**src/rtl/multicycle_ctrl_fsm.sv**
```systemverilog
// Multi-cycle control FSM for the MIPS-subset datapath: IDLE/FETCH/DECODE/EXEC/MEM/WB/HALT.
// Optional feature: define ILLEGAL_TRAP_EN to trap illegal opcodes into HALT (default: NOP).
module multicycle_ctrl_fsm #(
  parameter int TIMEOUT = 16
) (
  input  logic        clk,
  input  logic        rst_n,
  input  logic [31:0] cmd,
  input  logic        zero,
  input  logic        mem_ready,
  output logic        mem_req,
  output logic        IorD,
  output logic        PCWrite,
  output logic        IRWrite,
  output logic        Jump,
  output logic        Branch,
  output logic        MemWrite,
  output logic        RegWrite,
  output logic [1:0]  RegDst,
  output logic [1:0]  ALUSrc,
  output logic [1:0]  RegSrc,
  output logic [1:0]  Extop,
  output logic [3:0]  ALUCtrl,
  output logic [2:0]  state,
  output logic        bus_err,
  output logic        illegal
);

  // Handshake: mem_req is held high for the whole FETCH/MEM state; mem_ready is only
  // meaningful while mem_req=1, and the access completes in the cycle it is seen high.

  localparam logic [2:0] S_IDLE   = 3'd0;
  localparam logic [2:0] S_FETCH  = 3'd1;
  localparam logic [2:0] S_DECODE = 3'd2;
  localparam logic [2:0] S_EXEC   = 3'd3;
  localparam logic [2:0] S_MEM    = 3'd4;
  localparam logic [2:0] S_WB     = 3'd5;
  localparam logic [2:0] S_HALT   = 3'd7;

  localparam logic [5:0] OP_RTYPE = 6'h00;
  localparam logic [5:0] OP_J     = 6'h02;
  localparam logic [5:0] OP_JAL   = 6'h03;
  localparam logic [5:0] OP_BEQ   = 6'h04;
  localparam logic [5:0] OP_ORI   = 6'h0D;
  localparam logic [5:0] OP_LUI   = 6'h0F;
  localparam logic [5:0] OP_LW    = 6'h23;
  localparam logic [5:0] OP_SW    = 6'h2B;

  localparam logic [5:0] FN_JR    = 6'h08;
  localparam logic [5:0] FN_ADDU  = 6'h21;
  localparam logic [5:0] FN_SUBU  = 6'h23;

  localparam logic [3:0] ALU_PASS = 4'b0000;
  localparam logic [3:0] ALU_ADDU = 4'b0011;
  localparam logic [3:0] ALU_SUBU = 4'b0100;
  localparam logic [3:0] ALU_OR   = 4'b0101;
  localparam logic [3:0] ALU_LUI  = 4'b0110;

  localparam int CW = (TIMEOUT < 1) ? 1 : $clog2(TIMEOUT + 1);
  localparam logic [CW-1:0] TO_VAL = CW'(TIMEOUT);

  logic [2:0]    state_q, state_d;
  logic [CW-1:0] wait_q, wait_d;
  logic          bus_err_q, bus_err_d;

  logic [5:0] op;
  logic [5:0] funct;
  logic       is_rtype;
  logic       is_addu, is_subu, is_jr;
  logic       is_j, is_jal, is_beq, is_ori, is_lui, is_lw, is_sw;
  logic       is_jump_op, is_exec_op, is_illegal;
  logic       wait_stall, timeout_hit;
  logic       unused_cmd_bits;

  assign op              = cmd[31:26];
  assign funct           = cmd[5:0];
  assign unused_cmd_bits = ^cmd[25:6];

  assign is_rtype = (op == OP_RTYPE);
  assign is_addu  = is_rtype && (funct == FN_ADDU);
  assign is_subu  = is_rtype && (funct == FN_SUBU);
  assign is_jr    = is_rtype && (funct == FN_JR);
  assign is_j     = (op == OP_J);
  assign is_jal   = (op == OP_JAL);
  assign is_beq   = (op == OP_BEQ);
  assign is_ori   = (op == OP_ORI);
  assign is_lui   = (op == OP_LUI);
  assign is_lw    = (op == OP_LW);
  assign is_sw    = (op == OP_SW);

  assign is_jump_op = is_j || is_jal || is_jr;
  assign is_exec_op = is_addu || is_subu || is_ori || is_lui || is_lw || is_sw || is_beq;
  assign is_illegal = !(is_jump_op || is_exec_op);

  // A timeout only fires when the access is still stalled; a late mem_ready wins.
  assign wait_stall  = mem_req && !mem_ready;
  assign timeout_hit = (TIMEOUT != 0) && wait_stall && (wait_q == TO_VAL);

  // ALU-side controls shared by EXEC, MEM and WB for the decoded instruction.
  logic [1:0] op_regdst;
  logic [1:0] op_alusrc;
  logic [1:0] op_extop;
  logic [3:0] op_aluctrl;

  always_comb begin
    op_regdst  = 2'b00;
    op_alusrc  = 2'b00;
    op_extop   = 2'b00;
    op_aluctrl = ALU_PASS;
    if (is_addu) begin
      op_regdst  = 2'b01;
      op_aluctrl = ALU_ADDU;
    end else if (is_subu) begin
      op_regdst  = 2'b01;
      op_aluctrl = ALU_SUBU;
    end else if (is_ori) begin
      op_alusrc  = 2'b01;
      op_extop   = 2'b00;
      op_aluctrl = ALU_OR;
    end else if (is_lui) begin
      op_alusrc  = 2'b01;
      op_extop   = 2'b10;
      op_aluctrl = ALU_LUI;
    end else if (is_lw || is_sw) begin
      op_alusrc  = 2'b01;
      op_extop   = 2'b01;
      op_aluctrl = ALU_ADDU;
    end else if (is_beq) begin
      op_extop   = 2'b01;
      op_aluctrl = ALU_SUBU;
    end
  end

  always_comb begin
    state_d = state_q;
    case (state_q)
      S_IDLE:   state_d = S_FETCH;
      S_FETCH: begin
        if (mem_ready)        state_d = S_DECODE;
        else if (timeout_hit) state_d = S_HALT;
      end
      S_DECODE: begin
        if (is_jump_op)      state_d = S_FETCH;
        else if (is_exec_op) state_d = S_EXEC;
        else begin
`ifdef ILLEGAL_TRAP_EN
          state_d = S_HALT;
`else
          state_d = S_FETCH;
`endif
        end
      end
      S_EXEC: begin
        if (is_beq)              state_d = S_FETCH;
        else if (is_lw || is_sw) state_d = S_MEM;
        else                     state_d = S_WB;
      end
      S_MEM: begin
        if (mem_ready)        state_d = is_sw ? S_FETCH : S_WB;
        else if (timeout_hit) state_d = S_HALT;
      end
      S_WB:     state_d = S_FETCH;
      S_HALT:   state_d = S_HALT;
      default:  state_d = S_IDLE;
    endcase
  end

  // The wait counter restarts on every state change and saturates at TIMEOUT.
  always_comb begin
    wait_d = wait_q;
    if (state_d != state_q)
      wait_d = '0;
    else if (wait_stall && (wait_q != TO_VAL))
      wait_d = wait_q + 1'b1;
  end

  assign bus_err_d = bus_err_q || timeout_hit;

  always_ff @(posedge clk or negedge rst_n) begin
    if (!rst_n) begin
      state_q   <= S_IDLE;
      wait_q    <= '0;
      bus_err_q <= 1'b0;
    end else begin
      state_q   <= state_d;
      wait_q    <= wait_d;
      bus_err_q <= bus_err_d;
    end
  end

`ifdef ILLEGAL_TRAP_EN
  logic illegal_q, illegal_d;

  assign illegal_d = illegal_q || ((state_q == S_DECODE) && is_illegal);

  always_ff @(posedge clk or negedge rst_n) begin
    if (!rst_n) illegal_q <= 1'b0;
    else        illegal_q <= illegal_d;
  end

  assign illegal = illegal_q;
`else
  assign illegal = 1'b0;
`endif

  // Outputs are decoded from the registered state, so reset clears them asynchronously.
  always_comb begin
    mem_req  = 1'b0;
    IorD     = 1'b0;
    PCWrite  = 1'b0;
    IRWrite  = 1'b0;
    Jump     = 1'b0;
    Branch   = 1'b0;
    MemWrite = 1'b0;
    RegWrite = 1'b0;
    RegDst   = 2'b00;
    ALUSrc   = 2'b00;
    RegSrc   = 2'b00;
    Extop    = 2'b00;
    ALUCtrl  = ALU_PASS;
    case (state_q)
      S_FETCH: begin
        mem_req = 1'b1;
        if (mem_ready) begin
          IRWrite = 1'b1;
          PCWrite = 1'b1;
        end
      end
      S_DECODE: begin
        if (is_j) begin
          Jump    = 1'b1;
          PCWrite = 1'b1;
        end else if (is_jal) begin
          Jump     = 1'b1;
          PCWrite  = 1'b1;
          RegWrite = 1'b1;
          RegDst   = 2'b10;
          RegSrc   = 2'b10;
        end else if (is_jr) begin
          Jump    = 1'b1;
          PCWrite = 1'b1;
          ALUCtrl = ALU_PASS;
        end
      end
      S_EXEC: begin
        RegDst  = op_regdst;
        ALUSrc  = op_alusrc;
        Extop   = op_extop;
        ALUCtrl = op_aluctrl;
        if (is_beq) begin
          Branch  = 1'b1;
          PCWrite = zero;
        end
      end
      S_MEM: begin
        RegDst   = op_regdst;
        ALUSrc   = op_alusrc;
        Extop    = op_extop;
        ALUCtrl  = op_aluctrl;
        mem_req  = 1'b1;
        IorD     = 1'b1;
        MemWrite = is_sw;
      end
      S_WB: begin
        RegDst   = op_regdst;
        ALUSrc   = op_alusrc;
        Extop    = op_extop;
        ALUCtrl  = op_aluctrl;
        RegWrite = 1'b1;
        RegSrc   = is_lw ? 2'b01 : 2'b00;
      end
      default: ;
    endcase
  end

  assign state   = state_q;
  assign bus_err = bus_err_q;

endmodule

```
**config.mk**
```make
export PLATFORM = sky130hd
export DESIGN_NAME = multicycle_ctrl_fsm
export DESIGN_NICKNAME = d
export VERILOG_FILES = /design/src/rtl/multicycle_ctrl_fsm.sv
export SDC_FILE = /design/constraint.sdc
export NUM_CORES = 1
export LEC_CHECK = 0
export CAP_MARGIN = 30
export CORE_MARGIN = 2
export CORE_UTILIZATION = 31
export DETAILED_ROUTE_END_ITERATION = 10
export PLACE_DENSITY = 0.76
export SYNTH_ARGS = -nofsm -noshare
export SYNTH_HDL_FRONTEND = slang
export SYNTH_SLANG_ARGS = --single-unit
export TNS_END_PERCENT = 20
```
**constraint.sdc**
```tcl
create_clock -name clk -period 1.9 [get_ports clk]
set_clock_uncertainty 0.2 [all_clocks]
set_input_delay 0.285 -clock clk [delete_from_list [all_inputs] [get_ports clk]]
set_output_delay 0.285 -clock clk [all_outputs]
set_load 0.01 [all_outputs]
```
Word level (Yosys, flattened, before mapping)
Cells that the tools add are included.
Word-level totals
  word-level logic and storage cells: 100
  output and inout port bits: 25
  input bits: 36
  register bits after elaboration: 9
Cells by class
  reductions and logical operators: 23
  muxes and demuxes: 54
  eq/ne operators: 19
  $add $sub $neg: 1
Operator list (count)
  $mux W3: 11
  $eq A6 B6 Y1 const B: 4
  $mux W1: 24
  $mux W2: 11
  $eq A6 B4 Y1 const B: 3
  $pmux W3 S6: 1
  $eq A6 B2 Y1 const B: 2
  $logic_or A1 B1 Y1: 10
  $mux W5: 2
  $eq A3 B3 Y1 const B: 3
  $pmux W2 S2: 2
  $eq A3 B2 Y1 const B: 2
  $eq A6 B3 Y1 const B: 1
  $logic_and A1 B1 Y1: 6
  $logic_not A6 Y1: 1
  $add A5 B1 Y5 const B: 1
  $eq A5 B5 Y1 const B: 1
  $ne A5 B5 Y1 const B: 1
  $mux W4: 1
  $reduce_or A2 Y1: 2
  $eq A3 B1 Y1 const B: 1
  $logic_not A3 Y1: 1
  $ne A3 B3 Y1: 1
  $pmux W1 S3: 1
  other kinds (4): 4

Logic depth before layout (Yosys ltp)
  depth after elaboration: 13
  gate-level depth with buffers: 6
  gate-level depth less buffers: 6

Least setup slack after synthesis
OpenSTA, ideal clock, no wires.
  path kind: register to output
  start: reg state_q[0] (netlist: state[0])
  end: out PCWrite
  setup slack: -216 ps
  buffers on the path: 1
  arrival time: 1631 ps
  required time: 1415 ps
  cell stages (with the launch flop): 6
  path through: dfrtp_1 buf_4 or3b_2 nand2b_1 nor2_1 a211o_1
Between the ends
  longest elaborated chain between the ends: 2
  elaborated cells between the ends (all ways): 4
  classes of those cells: eq/ne (3); mux (1)
RTL lines
  start: declaration: RTL line 62  | logic [2:0] state_q, state_d;
  start signal: assignment: RTL line 185  | state_q <= state_d;
  $eq A3 B2 Y1 or $eq A3 B1 Y1 (tied branches): RTL line 221  | case (state_q)
  $pmux W1 S3 (*): RTL line 221
  end: declaration: RTL line 13  | output logic PCWrite,
Mark *: on every way between the ends. The rest lies on a longest branch, timed or not.

Worst setup path in the final report
Same ends and word-level chain as after synthesis.

==> results.md <==
| Parameter | Reported | Unit |
| --- | --- | --- |
| Area leader, netlist | sky130_fd_sc_hd__dfrtp_1 | - |
| Number of placed I/O pins | 61 | - |
| Post-synthesis async set-or-reset flop share | 100 | % |
| Worst Setup Path Type | flip-flop to output port | - |
| Number of fillers in the final layout | 177 | - |
| Leak Pwr | 0.851 | nW |
| Synth top area share | 26.4 | % |
| Weighted congestion at the end of routability-driven global placement | 0.876 | - |
| Cell seen most often among critical-path stages | sky130_fd_sc_hd__buf_6 | - |
| Count of vias placed by the detailed router | 1245 | - |
| WL/cell | 16.5 | µm |
| Top fanout value on the critical path | 3 | - |
| ANT nets after route | 0 | - |
| Cell with the largest stage delay on the worst path | sky130_fd_sc_hd__dfrtp_1 | - |
| Area added between synthesis and finish | 116 | % |
| Die boundary height | 56.5 | µm |
| Initial antenna violation count | 0 | - |
| Number of placement rows | 19 | - |
| Depth of the worst register-to-register path | 5 | - |
| Layer carrying the most global-route usage | met2 | - |
| Post-route cell area | 1840 | µm² |
| Setup TNS | -1990 | ps |
| Flip-flop and latch count after synthesis | 9 | - |
| Cell variety after synth | 39 | - |
| Syn Area/Cell | 7.76 | µm² |
| Clock transition at the registers of the reported paths | 60 | ps |
| Leftover overflow at the end of global routing | 0 | - |
| H-tree depth | 1 | - |
| Port-buffer cells | 37 | - |
| Fraction of final layout cells sized beyond drive strength 1 | 61.1 | % |
| CTS Buf Count | 3 | - |
| Capture point of the worst reg-to-reg path | wait_q[2] | - |
| Synth warn | 0 | - |
| Number of violations of the max-capacitance limit | 0 | - |
| Effective utilization at floorplan | 31.8 | % |
| CP Cell Sequence | buf_6, nor2b_4, buf_6, and3b_2, a211o_1, buf_2 | - |
| Detailed Routing Iterations Pass 1 | 4 | - |
| Post-route setup slack | -244 | ps |
| Buffer cell driving the clock tree root | sky130_fd_sc_hd__clkbuf_4 | - |
| Met2 GRT Util | 36.5 | % |
| Core region area | 2690 | µm² |
| Count of endpoints failing hold in the final timing report | 0 | - |
| Violation count after the first detailed-routing iteration | 31 | - |
| Library cell with the highest instance count after synthesis | sky130_fd_sc_hd__nor2_1 | - |
| Clock latency at the later pin of the worst-skew pair | 260 | ps |
| Maximum count of clock buffers along a single path | 2 | - |
| Number of buffers added to fix hold violations after cts | 0 | - |
| Bufs and invs on worst path | 3 | - |
| Capturing element type of the critical path | output port | - |
| Mapped Cells | 110 | - |
| Most frequent cells after synthesis | 15 x sky130_fd_sc_hd__nor2_1, 9 x sky130_fd_sc_hd__dfrtp_1, 7 x sky130_fd_sc_hd__a21oi_1, 7 x sky130_fd_sc_hd__nor3_1, 5 x sky130_fd_sc_hd__nand2_1 | - |
| Antenna Cells | 0 | - |
| Met3 usage in global routing | 3.23 | % |
| Half-perimeter wire length after placement | 2350 | µm |
| Sequential element share of the synthesized area | 26.4 | % |
| Horiz. Die Dim | 56.5 | µm |
| Maximum number of pins on one net before global-route repair | 14 | - |
| Slack of the worst reg-to-reg path | -160 | ps |
| Max Slew Vio Count | 0 | - |
| Number of global-route vias before repair | 1217 | - |
| Unrepaired setup endpoints after global routing | yes | - |
| Final-report setup violation count | 21 | - |
| Fin crit period | 2140 | ps |
| Cell Area, Synth | 853 | µm² |
| Sequential cell area | 225 | µm² |
| Post-detailed-route DRC marker count | 0 | - |
| Data arrival time of the critical path | 1660 | ps |
| Category of the worst setup path launch point | flip-flop | - |
| Result of the run | complete, but fails checks | - |
| Failing checks | negative setup slack | - |
| Main flop type after synthesis | sky130_fd_sc_hd__dfrtp_1 | - |
| Highest attainable clock frequency | 0.466 | GHz |
| Clock tree from TritonCTS | done | - |
| Power per cell area | 878 | nW/µm² |
| Global-route met1 utilization | 30.2 | % |
| Kind of cell adding the most delay to the critical path | flip-flops | - |
| Die area | 3190 | µm² |
| Number of enable flip-flop cells after synthesis | 0 | - |
| HP Class | primary input to asynchronous set/reset pin | - |
| First-pass GRT wire length | 5660 | µm |
| Max VDD drop | 0.670 | mV |
| Count of clock tree sinks | 9 | - |
| Leading post-synthesis cells by cell area | sky130_fd_sc_hd__dfrtp_1 26%, sky130_fd_sc_hd__nor2_1 6.6%, sky130_fd_sc_hd__a21oi_1 4.1% | - |
| Area occupied by multi-input gates | 841 | µm² |
| Detailed-route vias per instance | 5.44 | - |
| Net count, final | 237 | - |
| Global routing usage summed across all routing layers | 22.0 | % |
| Final wirelength | 3770 | µm |
| Delay of the slowest cell on the worst path | 430 | ps |
| CP required | 1410 | ps |
| Cell area after placement | 1560 | µm² |
| Worst reg2reg startpoint | state[0] | - |
| Share of the clock period used by the worst path | 113 | % |
[worst register-to-register path, stage by stage, from the launching register on]
cell and delay [ps]:
sky130_fd_sc_hd__dfrtp_1 430, sky130_fd_sc_hd__buf_4 180, sky130_fd_sc_hd__xnor2_2 150, sky130_fd_sc_hd__or4_4 490, sky130_fd_sc_hd__or3_4 340, sky130_fd_sc_hd__a211oi_2 180
[worst max-delay path by stage]
| stage | to | depth (start not counted) | start | slack [ps] |
|---|---|---|---|---|
| 6_report | PCWrite | 6 | state[0] | -240 |
| 4_1_cts | PCWrite | 6 | state[0] | -210 |
| 3_3_place_gp | ALUCtrl[0] | 5 | cmd[28] | -920 |
| 2_1_floorplan | wait_q[2] | 5 | state[0] | -110 |
| 3_5_place_dp | ALUCtrl[0] | 5 | cmd[28] | -930 |
| 5_1_grt | PCWrite | 6 | state[0] | -290 |
[cells by family after synthesis]
| group | count (synthesis) | synth area share (%) |
|---|---|---|
| other | 1 | 0.439 |
| and+or+nand+nor | 61 | 41.1 |
| DFF | 9 | 26.4 |
| AOI/OAI and AO/OA | 23 | 18.2 |
| adders and majority gates | 2 | 2.93 |
| muxes | 1 | 1.17 |
| buffers and inverters | 9 | 5.72 |
| xor gates and xnor gates | 4 | 4.11 |
[cells in the final DEF (no fill, tap or decap), types with 4 or more instances in the layout]
cell type                         instances
sky130_fd_sc_hd__a21oi_2                  4
sky130_fd_sc_hd__buf_2                   13
sky130_fd_sc_hd__buf_4                   43
sky130_fd_sc_hd__buf_6                   12
sky130_fd_sc_hd__clkdlybuf4s50_1          7
sky130_fd_sc_hd__dfrtp_1                  9
sky130_fd_sc_hd__dlygate4sd2_1            4
sky130_fd_sc_hd__nand2_1                  4
sky130_fd_sc_hd__nor2_1                   9
sky130_fd_sc_hd__nor3_2                   5
[sequential cells by signal, indices dropped and copies added (netlist names)]
signal,count
bus_err,1
state,3
wait_q,5
[through the flow]
stage	hold WS (ps)	cells	util (%)	worst slack (ps)	total power [mW]
2_1_floorplan	-211	112	-	-107	0.723
3_3_place_gp	240	215	58.0	-924	1.20
3_5_place_dp	253	215	58.0	-935	1.22
4_1_cts	132	226	64.8	-211	1.47
5_1_grt	148	229	68.7	-291	1.70
6_report	120	229	68.7	-244	1.62
[layer usage]
metal / share of wire (%) / vias to the layer above / wire length, µm
met5: 0 / - / 0
met4: 1.6 / 0 / 60
met3: 2.7 / 10 / 100
met2: 51 / 28 / 1940
met1: 44 / 630 / 1670
li1: - / 577 / -
[area by class of cell]
class / instances / share of cell area, %
sequential: 9 / 12.2
inverter: 4 / 0.814
clock buffer: 4 / 1.42
multi-input combinational: 94 / 45.6
tap: 31 / 2.10
timing repair buffer: 87 / 37.9
[power breakdown]
group | switching (mW) | total (mW) | internal (mW)
Clock | 0.0692 | 0.150 | 0.0811
Combinational | 0.591 | 1.20 | 0.612
Sequential | 0.0399 | 0.267 | 0.227
Total | 0.700 | 1.62 | 0.920
[what timing repair did]
item | in CTS | in global routing
buffers inserted | 7 | 3
gates resized for setup | 128 | 31
endpoints found under the setup margin | 26 | 27
endpoints found under the hold margin | 0 | 0
pin swaps | 16 | 11
Power figures use the tool's default switching activity.
